$ cat src/rtl/regfile_wb_arbiter_pkg.sv
// Shared constants and FSM state type for the register-file writeback arbiter.
package regfile_pkg;
  localparam int XLEN       = 64;
  localparam int REG_ADDR_W = 5;
  localparam int NUM_REGS   = 32;

  typedef enum logic {
    INIT = 1'b0,
    RUN  = 1'b1
  } wb_state_e;
endpackage

$ cat src/rtl/regfile_wb_arbiter_if.sv
// Writeback bus: two requesters (A = ALU, B = load unit) and the single register file write port.
interface regfile_wb_arbiter_if #(
  parameter int XLEN = regfile_pkg::XLEN
);
  logic                              i_a_valid;
  logic [regfile_pkg::REG_ADDR_W-1:0] i_a_rd;
  logic [XLEN-1:0]                   i_a_data;
  logic                              o_a_ready;
  logic                              i_b_valid;
  logic [regfile_pkg::REG_ADDR_W-1:0] i_b_rd;
  logic [XLEN-1:0]                   i_b_data;
  logic                              o_b_ready;
  logic                              o_we;
  logic [regfile_pkg::REG_ADDR_W-1:0] o_rd;
  logic [XLEN-1:0]                   o_data;
  logic                              o_init_done;

  modport master (
    output i_a_valid, i_a_rd, i_a_data, i_b_valid, i_b_rd, i_b_data,
    input  o_a_ready, o_b_ready, o_we, o_rd, o_data, o_init_done
  );

  modport slave (
    input  i_a_valid, i_a_rd, i_a_data, i_b_valid, i_b_rd, i_b_data,
    output o_a_ready, o_b_ready, o_we, o_rd, o_data, o_init_done
  );
endinterface

$ cat src/rtl/regfile_wb_arbiter_rr_arb2.sv
// Two-way round-robin arbiter; the last-grant pointer moves only when a grant is taken.
module rr_arb2 (
  input  logic       i_clk,
  input  logic       i_resetn,
  input  logic [1:0] req,
  input  logic       advance,
  output logic [1:0] gnt
);
  logic last_b_reg;

  always_comb begin
    gnt = 2'b00;
    case (req)
      2'b01:   gnt = 2'b01;
      2'b10:   gnt = 2'b10;
      2'b11:   gnt = last_b_reg ? 2'b01 : 2'b10;
      default: gnt = 2'b00;
    endcase
  end

  // Pointer starts on B so that A wins the first tie.
  always_ff @(posedge i_clk) begin
    if (!i_resetn) begin
      last_b_reg <= 1'b1;
    end else if (advance) begin
      last_b_reg <= gnt[1];
    end
  end
endmodule

$ cat src/rtl/regfile_wb_arbiter.sv
// Writeback arbiter: clears x1..x31 after reset, then merges two writeback streams onto one write port.
module regfile_wb_arbiter
  import regfile_pkg::*;
#(
  parameter int XLEN       = regfile_pkg::XLEN,
  parameter bit INIT_CLEAR = 1'b1
) (
  input  logic                 i_clk,
  input  logic                 i_resetn,
  regfile_wb_arbiter_if.slave  bus
);
  localparam logic [REG_ADDR_W-1:0] LAST_IDX = REG_ADDR_W'(NUM_REGS - 1);

  wb_state_e             state_reg, state_next;
  logic [REG_ADDR_W-1:0] idx_reg, idx_next;
  logic                  we_reg, we_next;
  logic [REG_ADDR_W-1:0] rd_reg, rd_next;
  logic [XLEN-1:0]       data_reg, data_next;
  logic                  init_done_reg, init_done_next;

  logic       run;
  logic [1:0] req;
  logic [1:0] gnt;

  // Requests are masked outside RUN and during reset so no grant can leak out.
  assign run = (state_reg == RUN) && i_resetn;
  assign req = {bus.i_b_valid & run, bus.i_a_valid & run};

  rr_arb2 u_arb (
    .i_clk    (i_clk),
    .i_resetn (i_resetn),
    .req      (req),
    .advance  (|gnt),
    .gnt      (gnt)
  );

  assign bus.o_a_ready   = gnt[0];
  assign bus.o_b_ready   = gnt[1];
  assign bus.o_we        = we_reg;
  assign bus.o_rd        = rd_reg;
  assign bus.o_data      = data_reg;
  assign bus.o_init_done = init_done_reg;

  always_ff @(posedge i_clk) begin
    if (!i_resetn) begin
      state_reg     <= INIT;
      idx_reg       <= REG_ADDR_W'(1);
      we_reg        <= 1'b0;
      rd_reg        <= '0;
      data_reg      <= '0;
      init_done_reg <= 1'b0;
    end else begin
      state_reg     <= state_next;
      idx_reg       <= idx_next;
      we_reg        <= we_next;
      rd_reg        <= rd_next;
      data_reg      <= data_next;
      init_done_reg <= init_done_next;
    end
  end

  always_comb begin
    state_next = state_reg;
    case (state_reg)
      INIT:    if (!INIT_CLEAR || idx_reg == LAST_IDX) state_next = RUN;
      RUN:     state_next = RUN;
      default: state_next = INIT;
    endcase
  end

  always_comb begin
    idx_next       = idx_reg;
    we_next        = 1'b0;
    rd_next        = rd_reg;
    data_next      = data_reg;
    init_done_next = init_done_reg;
    case (state_reg)
      INIT: begin
        if (INIT_CLEAR) begin
          we_next        = 1'b1;
          rd_next        = idx_reg;
          data_next      = '0;
          idx_next       = idx_reg + REG_ADDR_W'(1);
          init_done_next = (idx_reg == LAST_IDX);
        end else begin
          init_done_next = 1'b1;
        end
      end
      RUN: begin
        // x0 is hardwired: the transfer still happens, only the strobe is suppressed.
        if (gnt[0]) begin
          we_next   = (bus.i_a_rd != '0);
          rd_next   = bus.i_a_rd;
          data_next = bus.i_a_data;
        end else if (gnt[1]) begin
          we_next   = (bus.i_b_rd != '0);
          rd_next   = bus.i_b_rd;
          data_next = bus.i_b_data;
        end
      end
      default: ;
    endcase
  end
endmodule

$ cat src/flat_wrapper.sv
// flat-port wrapper written by rule: the top's interface ports become plain ports
module regfile_wb_arbiter_flat import regfile_pkg::*;
#(
  parameter int XLEN       = regfile_pkg::XLEN,
  parameter bit INIT_CLEAR = 1'b1
)
  (i_clk, i_resetn, bus_i_a_valid, bus_i_a_rd, bus_i_a_data, bus_i_b_valid, bus_i_b_rd, bus_i_b_data, bus_o_a_ready, bus_o_b_ready, bus_o_we, bus_o_rd, bus_o_data, bus_o_init_done);
  regfile_wb_arbiter_if #(.XLEN(XLEN)) bus_i ();
  input  logic i_clk;
  input  logic i_resetn;
  input wire logic [$bits(bus_i.i_a_valid)-1:0] bus_i_a_valid;
  input wire logic [$bits(bus_i.i_a_rd)-1:0] bus_i_a_rd;
  input wire logic [$bits(bus_i.i_a_data)-1:0] bus_i_a_data;
  input wire logic [$bits(bus_i.i_b_valid)-1:0] bus_i_b_valid;
  input wire logic [$bits(bus_i.i_b_rd)-1:0] bus_i_b_rd;
  input wire logic [$bits(bus_i.i_b_data)-1:0] bus_i_b_data;
  output wire logic [$bits(bus_i.o_a_ready)-1:0] bus_o_a_ready;
  output wire logic [$bits(bus_i.o_b_ready)-1:0] bus_o_b_ready;
  output wire logic [$bits(bus_i.o_we)-1:0] bus_o_we;
  output wire logic [$bits(bus_i.o_rd)-1:0] bus_o_rd;
  output wire logic [$bits(bus_i.o_data)-1:0] bus_o_data;
  output wire logic [$bits(bus_i.o_init_done)-1:0] bus_o_init_done;
  assign bus_i.i_a_valid = bus_i_a_valid;
  assign bus_i.i_a_rd = bus_i_a_rd;
  assign bus_i.i_a_data = bus_i_a_data;
  assign bus_i.i_b_valid = bus_i_b_valid;
  assign bus_i.i_b_rd = bus_i_b_rd;
  assign bus_i.i_b_data = bus_i_b_data;
  assign bus_o_a_ready = bus_i.o_a_ready;
  assign bus_o_b_ready = bus_i.o_b_ready;
  assign bus_o_we = bus_i.o_we;
  assign bus_o_rd = bus_i.o_rd;
  assign bus_o_data = bus_i.o_data;
  assign bus_o_init_done = bus_i.o_init_done;
  regfile_wb_arbiter #(.XLEN(XLEN), .INIT_CLEAR(INIT_CLEAR)) u_core (.i_clk(i_clk), .i_resetn(i_resetn), .bus(bus_i));
endmodule
$ cat config.mk
export PLATFORM = sky130hd
export DESIGN_NAME = regfile_wb_arbiter_flat
export DESIGN_NICKNAME = d
export VERILOG_FILES = /design/src/rtl/regfile_wb_arbiter_pkg.sv /design/src/rtl/regfile_wb_arbiter_if.sv /design/src/rtl/regfile_wb_arbiter_rr_arb2.sv /design/src/rtl/regfile_wb_arbiter.sv /design/src/flat_wrapper.sv
export SDC_FILE = /design/constraint.sdc
export NUM_CORES = 1
export LEC_CHECK = 0
export CAP_MARGIN = 20
export CORE_MARGIN = 5
export CORE_UTILIZATION = 35
export DETAILED_ROUTE_END_ITERATION = 12
export GPL_TIMING_DRIVEN = 0
export PLACE_DENSITY = 0.81
export SYNTH_ARGS = -nofsm -noshare
export SYNTH_HDL_FRONTEND = slang
export SYNTH_SLANG_ARGS = --single-unit
$ cat constraint.sdc
create_clock -name i_clk -period 1.8 [get_ports i_clk]
set_input_delay 0.45 -clock i_clk [delete_from_list [all_inputs] [get_ports i_clk]]
set_output_delay 0.45 -clock i_clk [all_outputs]
set_load 0.01 [all_outputs]
# Yosys cells after proc, flatten, opt, wreduce, memory -nomap -nowiden
# Index checks and enable logic that the tools add are counted.
[word_totals] input_bits=142 reg_bits=78
[op_classes] bitwise_logic=3 add_sub_neg=1 n_reduce_logical=4 muxes=13 eq_ne=5
[ops] operator="64-bit 2-to-1 mux" count=2
[ops] operator="64-bit one-hot mux with 2 select lines" count=1
[ops] operator="5-bit 2-to-1 mux" count=2
[ops] operator="5-bit one-hot mux with 2 select lines" count=1
[ops] operator="5-bit nonzero test" count=2
[ops] operator="2-bit one-hot mux with 3 select lines" count=1
[ops] operator="5-bit by 1-bit adder with 5-bit output (second input constant)" count=1
[ops] operator="5-bit == test (second input constant)" count=1
[ops] operator="2-bit == test (second input constant)" count=2
[ops] operator="1-bit one-hot mux with 2 select lines" count=2
[ops] operator="1-bit 2-to-1 mux" count=3
[ops] operator="3-bit inequality test (second input constant)" count=1
[ops] operator="1-bit AND" count=2
[ops] operator="2-bit by 1-bit == test with 1-bit output (second input constant)" count=1
[ops] operator="2-bit 2-to-1 mux" count=1
[ops] operator="2-bit OR reduction" count=1
[ops] operator="1-bit logical AND" count=1
[ops] operator="1-bit NOT" count=1

# Longest topological paths before layout
# Gate-level depths: netlist of the first run.
[logic_depth] depth_word=7 depth_mapped=6 depth_no_buf=5

# Modules after synthesis
# Synthesis of the first run repeated with hierarchy kept, for this count alone.
[hier_totals] cells_unflattened=363 area_unflattened_um2=3681.0
[modules_own_cells] mod="regfile_wb_arbiter" area_per_inst_um2=3623.5 n_inst=1 cells_each=356
[modules_own_cells] mod="rr_arb2" area_per_inst_um2=57.6 n_inst=1 cells_each=7

# Least setup slack after synthesis of the first run
# OpenSTA, ideal clock, no wires.
[synth_path] kind="input -> output" start="in bus_i_b_valid" end="out bus_o_b_ready" arrival_time_ps=1111 path_buffers=2 stages=4 path_slack_ps=239 required_time_ps=1350 path_cell_list="a21bo_1 buf_2 nor2_4 buf_6"
[synth_via] elab_chain_cells=3 word_cells_on_any_way=5 cone_classes="eq/ne (3); mux (1); bitwise (1)"
[synth_lines] item="start: declaration" line="flat_wrapper.sv:14" text="input wire logic [$bits(bus_i.i_b_valid)-1:0] bus_i_b_valid;"
[synth_lines] item="1-bit AND (*)" line="regfile_wb_arbiter.sv:27" text="assign req = {bus.i_b_valid & run, bus.i_a_valid & run};"
[synth_lines] item="2-bit == test / 2-bit by 1-bit == test with 1-bit output (equally long branches)" line="regfile_wb_arbiter_rr_arb2.sv:13" text="case (req)"
[synth_lines] item="2-bit one-hot mux with 3 select lines (*)" line="regfile_wb_arbiter_rr_arb2.sv:13"
[synth_lines] item="end: declaration" line="flat_wrapper.sv:18" text="output wire logic [$bits(bus_i.o_b_ready)-1:0] bus_o_b_ready;"
# Mark *: on every way between the ends. The rest lies on a longest branch, timed or not.

# Worst setup path in the final report of the first run
# Same ends and word-level chain as after synthesis.

==> results of run 1 <==
[stage by stage]
stage | power [W] | hold WS [ns] | setup slack, ns | TNS, ns
global route | 0.00378 | 0.494 | -0.0144 | -0.0144
finish | 0.00364 | 0.483 | 0.0189 | 0
global placement | 0.00222 | 0.460 | -1.12 | -38.12
floorplan | 0.00187 | 0.482 | 0.239 | 0
detailed placement | 0.00223 | 0.480 | -1.11 | -40.71
CTS | 0.00367 | 0.474 | 0.00716 | 0
[Yosys cell counts (all sizes together) (2+ instances only)]
library cell / n / area, sq um
nor3: 2 / 21.3
inv: 3 / 11.3
clkbuf: 10 / 37.5
dfxtp: 78 / 1560
nor2: 68 / 263
buf: 21 / 136
xor2: 2 / 17.5
a31oi: 5 / 31.3
a311oi: 6 / 52.6
a222oi: 57 / 571
a22oi: 4 / 30.0
ha: 2 / 25.0
a21oi: 11 / 55.1
nor2b: 7 / 43.8
mux2i: 2 / 20.0
nand2: 16 / 67.6
[critical path, cell delays in order]
cell and delay, ns:
clkdlybuf4s15_2 0.22, a21bo_4 0.25, nor2_4 0.10, buf_6 0.11
clkdlybuf4s15_2 0.21
[logic make-up (layout without fill, tap and decap cells)]
logic type,Yosys count,after routing,share of synthesized area (%)
XOR/XNOR,3,3,0.857
buffers and inverters,34,269,6.04
AND/OR/NAND/NOR,99,99,14.3
AO/OA/AOI/OAI,92,92,26.4
flip-flops,78,78,50.9
multiplexers,2,2,0.653
adder cells (fa/ha/maj),2,2,0.816
[layout make-up]
cell class | count | area, sq um
fill | 731 | 3020
timing repair buffer | 220 | 2190
sequential | 78 | 1560
multi-input combinational | 198 | 1330
buffer | 30 | 175
clock buffer | 12 | 145
tap | 108 | 135
clock inverter | 4 | 70.1
inverter | 3 | 11.3
[report_power, final]
| part | total (W) | internal, W | switching (W) | leakage, nW |
|---|---|---|---|---|
| clock | 0.00145 | 0.000817 | 0.000632 | 0.110 |
| combinational | 0.000441 | 0.000313 | 0.000128 | 1.32 |
| sequential | 0.00175 | 0.00174 | 0.0000141 | 0.630 |
| total | 0.00364 | 0.00287 | 0.000774 | 2.06 |
[how the worst max path moves through the flow]
| stage | end | depth (start not counted) |
|---|---|---|
| after floorplan | bus_o_b_ready | 4 |
| after global placement | bus_o_a_ready | 5 |
| after detailed placement | bus_o_a_ready | 5 |
| after CTS | bus_o_b_ready | 4 |
| after global routing | bus_o_b_ready | 4 |
| final | bus_o_b_ready | 5 |
[timing repair]
item	4_1_cts	5_1_grt
pin swaps	2	1
setup buffers	6	0
resized for setup	23	1
setup endpoints to repair	72	2
[routing by layer]
metal / up-vias / share of wire [%] / routed length, um
li1: 1674 / - / -
met1: 1747 / 37 / 4670
met2: 191 / 52 / 6550
met3: 22 / 9.2 / 1160
met4: 0 / 2.1 / 263
met5: - / 0 / 0
==> impl_metrics.py, run 1 <==
metrics = {
    "run_status": {
        "status": "completed",
    },
    "logic_synthesis": {
        "synth_seq_cells": 78,
        "syn_area_sq_um": 3070,
        "synth_nets": 454,
        "synthArstFlopShare_pct": 0,
        "seq_area_frac_synth_pct": 50.9,
        "synth_edf_count": 0,
        "yosysUniqueCellTypes": 39,
        "yosys_warnings": 0,
        "synthFlopType": "dfxtp_1",
        "avgSynthCellArea_sq_um": 9.90,
        "syn_inst": 310,
    },
    "clock_network": {
        "cts.htree.levels": 3,
        "cts_tree": "done",
        "cts_num_sinks": 78,
        "clock_latency_ns": 0.35,
        "clockRootBuffer": "clkbuf_8",
        "clk_path_buf_depth": 2,
        "cts_hold_buffers": 0,
        "clk_pin_slew_ns": 0.07,
        "cts_buffers": 9,
    },
    "grt": {
        "antenna_found_initial": 0,
        "grt_pass1_wl_um": 19900,
        "grt.busiest_layer": "met2",
        "use_met1_pct": 24.9,
        "overflow": 0,
        "grt_pass1_vias": 3856,
        "grt.met2_usage_pct": 39.7,
        "grtUsageMet3_pct": 7.65,
        "grt.total_usage_pct": 22.5,
        "grt_start_max_net_pins": 13,
    },
    "routing": {
        "drt_iter0_markers": 358,
        "dr.pass1.iters": 8,
        "drcViolationCount": 0,
        "viasPerCell": 5.57,
        "routed_wl_um": 12600,
        "avgRoutedWirePerCell_um": 19.3,
        "vias": 3634,
        "ant_nets": 0,
    },
    "timing": {
        "max_freq_ghz": 0.561,
        "maxSlewViolCount": 0,
        "finalHoldViolCount": 0,
        "fin_skew_ns": 0.0117,
        "min_period_ns": 1.78,
        "tightest_slew_ns": 0.586,
        "fin_crit_sh_pct": 99.0,
        "max-slew-margin-rel_pct": 60.8,
        "rsz0062_at_grt": "true",
        "setup_viol": 0,
    },
    "setup_path": {
        "arrival_ns": 1.33,
        "cp-start-kind": "input pin",
        "timing.rr.start": "u_core.state_reg",
        "rrSetupSlack_ns": 0.15,
        "worst-setup-path-type": "in2out",
        "crit_fanout": 5,
        "reg2reg_depth": 7,
        "reg2reg_to": "u_core.bus.o_data[2]",
        "crit_required_ns": 1.35,
        "end_kind": "output pin",
        "cp-startpoint": "bus_i_b_valid",
    },
    "power": {
        "p_per_area_nw_per_um2": 648,
        "ir_drop_uv": 393,
        "cellLeakagePower_nw": 2.06,
    },
    "floorplanning": {
        "die_y_um": 104,
        "start_util_pct": 35.5,
        "core_area_sq_um": 8640,
        "row_count": 34,
        "die_area_sq_um": 10700,
        "fp.dieW_um": 104,
        "ios": 215,
    },
    "min_path": {
        "min_from": "i_resetn",
        "hold_class": "in2reg",
        "min_delay_worst_endpoint": "u_core.idx_reg[0]",
        "hold_depth": 2,
    },
    "final_layout": {
        "layout-drive-gt1-share_pct": 9.36,
        "final_util_pct": 65.1,
        "largest_reg_flops": 64,
        "area_growth_pct": 83.2,
        "design_area_sq_um": 5620,
        "fin_nets": 684,
        "layout_common_cells": "clkdlybuf4s50_1 (209), dfxtp_1 (76), nor2_1 (66)",
        "num_antenna_cells": 0,
        "fin_cells": 653,
        "final_common_cell": "clkdlybuf4s50_1",
    },
    "placement": {
        "dp.cells": 632,
        "portBuffers": 214,
        "dpl-instance-area_sq_um": 5350,
        "place_hpwl_um": 9530,
        "gp_congestion": 0.824,
    },
    "job": {
        "drv_cap": 0,
    },
}
Power figures use the tool's default switching activity.
==> inputs of run 2 (changes only) <==
--- a/config.mk
+++ b/config.mk
@@ -5,7 +5,7 @@
 export SDC_FILE = /design/constraint.sdc
 export NUM_CORES = 1
 export LEC_CHECK = 0
-export CAP_MARGIN = 20
+export ABC_CLOCK_PERIOD_IN_PS = 1800
 export CORE_MARGIN = 5
 export CORE_UTILIZATION = 35
 export DETAILED_ROUTE_END_ITERATION = 12
==> results of run 2 <==
Final layout, timing and power as in run 1 (identical DEF).
==> inputs of run 3 (changes only) <==
--- a/config.mk
+++ b/config.mk
@@ -6,8 +6,10 @@
 export NUM_CORES = 1
 export LEC_CHECK = 0
 export ABC_CLOCK_PERIOD_IN_PS = 1800
-export CORE_MARGIN = 5
+export CAP_MARGIN = 40
+export CORE_MARGIN = 2
 export CORE_UTILIZATION = 35
+export CTS_CLUSTER_SIZE = 25
 export DETAILED_ROUTE_END_ITERATION = 12
 export GPL_TIMING_DRIVEN = 0
 export PLACE_DENSITY = 0.81
==> run 3 against run 2 <==
Total power grew 3.1%. Sequential power about the same. Non-clock buffer count up 1. Highest routed layer unchanged. Sequential share of layout area decreased by 0.068 points. Register-to-register slack about the same. Critical path type unchanged. Hold slack worse by 0.014 ns. Global-route usage increased by 1.2 points. Via count down 0.80%. Flip-flop and latch count unchanged. Critical path depth is the same.
==> impl_metrics.py, run 3 (synthesized netlist as in run 1, its figures left out) <==
metrics = {
    "setup_path": {
        "arrival_ns": 1.32,
        "cpMaxStageDelayCell": "nor2b_1",
        "end_kind": "output pin",
        "crit_required_ns": 1.35,
        "worst-setup-path-type": "in2out",
        "timing.rr.start": "u_core.state_reg",
        "cp-start-kind": "input pin",
        "crit_buf_inv": 3,
        "crit_fanout": 5,
        "crit_family": "buffers and inverters",
        "cp_cell_sequence": "clkdlybuf4s15_2, nor2b_1, nor3_4, buf_6, buf_2",
        "rrSetupSlack_ns": 0.14,
        "reg2reg_depth": 8,
        "critPathMaxStageDelay_ns": 0.32,
        "reg2reg_to": "u_core.bus.o_data[5]",
    },
    "routing": {
        "routed_wl_um": 11900,
        "dr.pass1.iters": 8,
        "ant_nets": 0,
        "drcViolationCount": 0,
        "viasPerCell": 5.52,
        "vias": 3605,
        "avgRoutedWirePerCell_um": 18.2,
        "drt_iter0_markers": 361,
    },
    "clock_network": {
        "cts.htree.levels": 3,
        "cts_num_sinks": 78,
        "clock_latency_ns": 0.34,
        "cts_buffers": 9,
        "clockRootBuffer": "clkbuf_8",
        "clk_pin_slew_ns": 0.08,
        "clk_path_buf_depth": 2,
        "cts_tree": "done",
    },
    "grt": {
        "grt.total_usage_pct": 23.8,
        "grt_pass1_vias": 3775,
        "antenna_found_initial": 0,
        "grt_start_max_net_pins": 13,
        "grt_pass1_wl_um": 18400,
        "overflow": 0,
    },
    "min_path": {
        "min_from": "i_resetn",
        "hold_class": "in2reg",
        "min_delay_worst_endpoint": "u_core.idx_reg[0]",
        "hold_depth": 2,
    },
    "final_layout": {
        "final_common_cell": "clkdlybuf4s50_1",
        "fin_cells": 653,
        "nFillCells": 689,
        "layout-drive-gt1-share_pct": 9.36,
        "fin_nets": 685,
        "area_growth_pct": 83.6,
        "layout_common_cells": "clkdlybuf4s50_1 (209), dfxtp_1 (76), nor2_1 (66)",
        "num_antenna_cells": 0,
        "largest_reg_flops": 64,
    },
    "run_status": {
        "status": "completed",
    },
    "floorplanning": {
        "die_y_um": 97.6,
        "start_util_pct": 35.7,
        "die_area_sq_um": 9530,
        "core_area_sq_um": 8590,
        "fp.dieW_um": 97.6,
        "ios": 215,
        "row_count": 34,
    },
    "timing": {
        "fin_skew_ns": 0.00718,
        "tightest_slew_ns": 0.608,
        "whs_ns": 0.469,
        "finalHoldViolCount": 0,
        "min_period_ns": 1.77,
        "maxSlewViolCount": 0,
        "fin_setup_tns_ns": 0,
        "max_freq_ghz": 0.564,
        "max-slew-margin-rel_pct": 59.4,
        "fin_crit_sh_pct": 98.5,
        "setup_viol": 0,
        "rsz0062_at_grt": "false",
    },
    "placement": {
        "gp_congestion": 0.901,
        "dp.cells": 632,
        "place_hpwl_um": 8940,
        "portBuffers": 214,
    },
    "power": {
        "ir_drop_uv": 597,
        "power_w": 0.00376,
        "p_per_area_nw_per_um2": 667,
        "cellLeakagePower_nw": 2.07,
    },
    "job": {
        "drv_cap": 0,
    },
}
[run 3: cell types whose count changed in the layout (fill, tap and decap cells not counted), sizes merged]
cell           delta
clkdlybuf4s15     -2
buf               +2
bufinv            +1
clkinv            -1
[run 3: routing by layer]
metal | GRT usage (%) | part of all wire, % | wire length (um)
met1 | 26.5 | 39 | 4580
met2 | 42.1 | 51 | 5990
met3 | 7.77 | 8.8 | 1040
met4 | 8.65 | 2.1 | 250
met5 | 0 | 0 | 0
[run 3: layout make-up]
cell class | count | area, sq um | share of cell area (%)
buffer | 30 | 175 | 3.11
clock buffer | 11 | 141 | 2.51
sequential | 78 | 1560 | 27.8
timing repair buffer | 221 | 2180 | 38.7
tap | 108 | 135 | 2.40
multi-input combinational | 198 | 1330 | 23.6
inverter | 3 | 11.3 | 0.200
clock inverter | 4 | 95.1 | 1.69
[run 3: worst max-delay path by stage]
stage,startpoint,to,slack (ns),depth (start not counted)
after global routing,u_core.state_reg,bus_o_a_ready,0.009,5
final,bus_i_b_valid,bus_o_a_ready,0.03,5
after detailed placement,i_resetn,bus_o_a_ready,-1.09,5
after floorplan,bus_i_b_valid,bus_o_b_ready,0.24,4
after CTS,u_core.u_arb.last_b_reg,bus_o_b_ready,0.002,4
after global placement,i_resetn,bus_o_a_ready,-1.10,5
[run 3: what timing repair did]
| item | 4_1_cts | 5_1_grt |
|---|---|---|
| pin swaps | 3 | 2 |
| resized for setup | 20 | 4 |
| endpoints found under the setup margin | 72 | 52 |
| cloned | 0 | 0 |
| hold buffers | 0 | 0 |
| buffers inserted | 6 | 1 |
[run 3: power by group]
part           switching (W)  total, W  internal, W
logic               0.000128  0.000439     0.000311
registers          0.0000138   0.00175      0.00174
clock network       0.000612   0.00156     0.000951
[run 3: per-stage QoR]
step	utilization, %	area (sq um)	setup WS [ns]
4_1_cts	65.6	5630	0.00195
3_5_place_dp	62.2	5350	-1.09
2_1_floorplan	-	3070	0.239
6_report	65.6	5630	0.0277
3_3_place_gp	62.2	5350	-1.10
5_1_grt	65.6	5630	0.00877
[run 3: worst register-to-register path, cell delays in order, from the launching register on]
cell and delay [ns]:
dfxtp_2 0.32, buf_6 0.11, nand2_4 0.09, nor2_4 0.05, buf_4 0.12, buf_4 0.16
buf_2 0.20, a222oi_1 0.40, nor2_1 0.08
